--- config.mk ---
export PLATFORM = sky130hd
export DESIGN_NAME = cim_tile_wmem
export DESIGN_NICKNAME = d
export VERILOG_FILES = /design/src/rtl/cim_tile_wmem.sv
export SDC_FILE = /design/constraint.sdc
export NUM_CORES = 2
export LEC_CHECK = 0
export CORE_ASPECT_RATIO = 0.75
export CORE_MARGIN = 2
export CORE_UTILIZATION = 57
export CTS_BUF_LIST = sky130_fd_sc_hd__clkbuf_4 sky130_fd_sc_hd__clkbuf_8
export CTS_CLUSTER_DIAMETER = 50
export DETAILED_ROUTE_END_ITERATION = 10
export PLACE_DENSITY = 0.73
export SLEW_MARGIN = 0
export SYNTH_ARGS = -nofsm -noshare
export SYNTH_HDL_FRONTEND = slang
export SYNTH_SLANG_ARGS = --single-unit
--- constraint.sdc ---
create_clock -name clk -period 17.9 [get_ports clk]
set_clock_uncertainty 0.2 [all_clocks]
set_input_delay 4.475 -clock clk [delete_from_list [all_inputs] [get_ports clk]]
set_output_delay 4.475 -clock clk [all_outputs]
set_load 0.01 [all_outputs]
--- src/rtl/cim_tile_wmem.sv ---
// Weight RAM for the CIM tile: one synchronous write port, one combinational read port.
// Contents are intentionally not reset.
module cim_tile_wmem #(
  parameter int XBAR_SIZE = 64,
  parameter int WORD_W    = 64,
  localparam int IDX_W    = $clog2(XBAR_SIZE)
) (
  input  logic              clk,
  input  logic              we,
  input  logic [IDX_W-1:0]  wr_row,
  input  logic [WORD_W-1:0] wr_data,
  input  logic [IDX_W-1:0]  rd_row,
  output logic [WORD_W-1:0] rd_data
);

  logic [WORD_W-1:0] mem [XBAR_SIZE];

  always_ff @(posedge clk) begin
    if (we) mem[wr_row] <= wr_data;
  end

  assign rd_data = mem[rd_row];

endmodule

-- Word level (Yosys, flattened, before mapping)
Memories as Yosys holds them, arrays and structs flattened.
Index checks and enable logic that the tools add are counted.
- flip-flop bits (word level): 0
- memory bits (writable): 4096
- memories kept: 1
- output and inout port bits: 64
- memory list (name ; depth ; bits a word ; read ports ; clocked after memory_dff ; wr ports ; line ; text):
    mem ; 64 ; 64 ; 1 ; 0 ; 1 ; 16 ; logic [WORD_W-1:0] mem [XBAR_SIZE];
- muxes and demuxes: 2
- operators by type and width (cell ; number):
    $mux W1 ; 2

-- Depth between registers and ports, before layout
- depth after elaboration: 2
- gate-level depth with buffers: 9
- depth with buffers taken out: 5

-- Worst setup path after synthesis
No wires, ideal clock.
- kind: input to output
- from: in rd_row[1]
- to: out rd_data[50]
- setup slack: 7108 ps
- data arrival time: 6117 ps
- stages: 8
- data required time: 13225 ps
- cell sequence: buf_4 > buf_4 > buf_2 > clkbuf_1 > mux4_2 > a22oi_1 > nand3_1 > and3_1
- longest elaborated chain between the ends: 1
- ends and longest elaborated chain (element ; line ; text):
    start, declared ; 12 ; input logic [IDX_W-1:0] rd_row,
    $mem_v2 Z64 W64 ; n/a ;
    end, declared ; 13 ; output logic [WORD_W-1:0] rd_data
No other way between the ends.

-- Final worst setup path
- from: in rd_row[3]
- to: out rd_data[7]
The elaborated chain is that of the path after synthesis.

==> flow_summary.ini <==
[status]
status = complete, no violations

[setup_path]
crit_top_cell = clkdlybuf4s50_1
slowest_delay_ns = 1.29
critPathCaptureType = output pin
path_max_fanout = 30
path_cells = clkdlybuf4s50_1 > nor2b_4 > buf_4 > a22oi_1 > and3_1 > a211oi_1 > clkdlybuf4s50_1
start_kind = input port
critPathKind = in2out
cp.buffers_inverters = 3
path_delay_family = buffers and inverters
required_ns = 13.23
cp_slowest_cell = clkdlybuf4s50_1
arrival_ns = 9.73

[die]
io_pins = 142
die-area_um2 = 276000
chipWidth_um = 606
start_util_pct = 57.4
die_height_um = 456
core_area_um2 = 270000
num_rows = 165

[cts]
htreeDepth = 6
cts_resized = 0
clkTransAtPathRegs_ns = 0.07
post_cts_buffers = 0
holdBufCountCts = 0
clock-root-buffer = clkbuf_8
cts_tree = built
cts_buffers = 608
clock_sink_count = 4096
clock_path_buffers = 4

[placement]
gp_congestion = 0.807
place_hpwl_um = 216000
io_buffers = 141
place_area_um2 = 161000
place_inst = 10100

[drt]
antenna_left = 0
drt_iter0_markers = 13100
firstDrtPassIters = 6
vias = 77000
wirelength_um = 411000
drc = 0
routed_via_density = 6.89
avgRoutedWirePerCell_um = 36.8

[global_routing]
gr-usage-all-layers_pct = 29.9
grt_pass1_vias = 75700
antenna_found_initial = 36
grt_pass1_wl_um = 575000
overflow = 0
grt_max_degree = 129

[yosys]
synth_area_per_cell_um2 = 23.7
yosysWarnings = 0
synth_edf_count = 4096
synth.distinct_cells = 32
ys_seq_elements = 4096
async_flop_share_pct = 0
synth_area_um2 = 155000
synth-seq-area-share_pct = 79.3
synth_top_flop_cell = edfxtp_1
syn_inst = 6534
synth_nets = 6612

[min_path]
holdPathEnd = mem[4][21]
hold_path_startpoint = wr_data[21]
hold_class = in2reg
holdPathStages = 1

[power_and_ir_drop]
leakage_nw = 53.8
irDropWorstVdd_v = 0.0000676
power_density_nw_per_um2 = 109

[layout]
largest_register = mem
fin_cells = 11200
largest_reg_flops = 4096
layout_commonest_cell = edfxtp_1
fin_area_um2 = 173000
area_delta_synth_final_pct = 11.3
drive_above_1_share_pct = 30.7
postLayoutCoreUtil_pct = 63.9
nNetsFinal = 7191
top_regs = mem x4096
layout_common_cells = edfxtp_1 (4096), mux4_2 (1024), clkbuf_8 (610), clkbuf_4 (198), buf_4 (185)

[timing]
finalSetupTns_ns = 0
slew_headroom_pct = 3.09
period_needed_ns = 14.40
max_freq_ghz = 0.0694
worst_slew_pin_slew_ns = 1.44
rsz0062_at_grt = false
min_period_over_period_pct = 80.5
slew_viol_final = 0
setup_violations = 0
hold_viol = 0

[job]
drv_cap = 0
[logic make-up (layout without fill, tap and decap cells)]
| group | after synthesis | count (layout) | share of synthesized area [%] |
|---|---|---|---|
| buffers and inverters | 389 | 1422 | 1.19 |
| multiplexers | 1159 | 1159 | 15.7 |
| other | 0 | 19 | 0 |
| AND/OR/NAND/NOR | 386 | 386 | 1.25 |
| AO/OA/AOI/OAI | 504 | 504 | 2.50 |
| flip-flops | 4096 | 4096 | 79.3 |
[final cells by class]
cell class | count | area [um^2]
timing repair buffer | 339 | 2760
antenna | 19 | 47.5
clock buffer | 808 | 9880
tap | 3590 | 4490
multi-input combinational | 2049 | 30800
fill | 17200 | 97500
sequential | 4096 | 123000
clock inverter | 256 | 1550
inverter | 19 | 71.3
[how the worst max path moves through the flow]
stage / startpoint / end / cells after the start
detailed placement: rd_row[3] / rd_data[38] / 7
floorplan: rd_row[1] / rd_data[50] / 8
global route: rd_row[3] / rd_data[1] / 8
finish: rd_row[3] / rd_data[7] / 7
global placement: rd_row[3] / rd_data[17] / 7
CTS: rd_row[3] / rd_data[38] / 7
[cells in the mapped netlist, drive strengths merged, types with 26 or more instances]
cell type | n | area [um^2]
a211oi | 63 | 473
buf | 230 | 1250
or2 | 28 | 175
and3 | 64 | 400
edfxtp | 4096 | 123000
a41oi | 26 | 228
mux4 | 1024 | 23100
a22oi | 168 | 1260
or3 | 29 | 181
nor2b | 28 | 175
o22ai | 83 | 519
mux2i | 135 | 1350
o221ai | 38 | 333
nor2 | 112 | 420
a22o | 88 | 771
clkbuf | 140 | 526
nand2 | 58 | 218
nand3 | 45 | 225
[per-layer routing]
layer	up-vias	share of wire (%)	GRT usage [%]
met5	-	0.021	0
met1	40600	37	45.7
li1	29500	-	-
met3	807	15	7.60
met2	6075	45	42.9
met4	12	3.4	9.86
[where the power goes]
group          switching [W]  total (W)  internal [W]  leakage [nW]
logic               0.000598   0.000952      0.000354          10.9
clock network        0.00356    0.00727       0.00371          6.05
registers          0.0000143     0.0106        0.0106          36.8
[per-stage QoR]
stage	total power, W	setup WS (ns)	hold WS (ns)
after global routing	0.0194	3.60	3.93
after detailed placement	0.0118	3.65	4.99
after global placement	0.0118	3.53	4.95
final	0.0189	3.50	3.91
after floorplan	0.0114	7.11	4.37
after CTS	0.0189	3.63	3.82
Note: power is estimated with default switching activity, not from simulation.
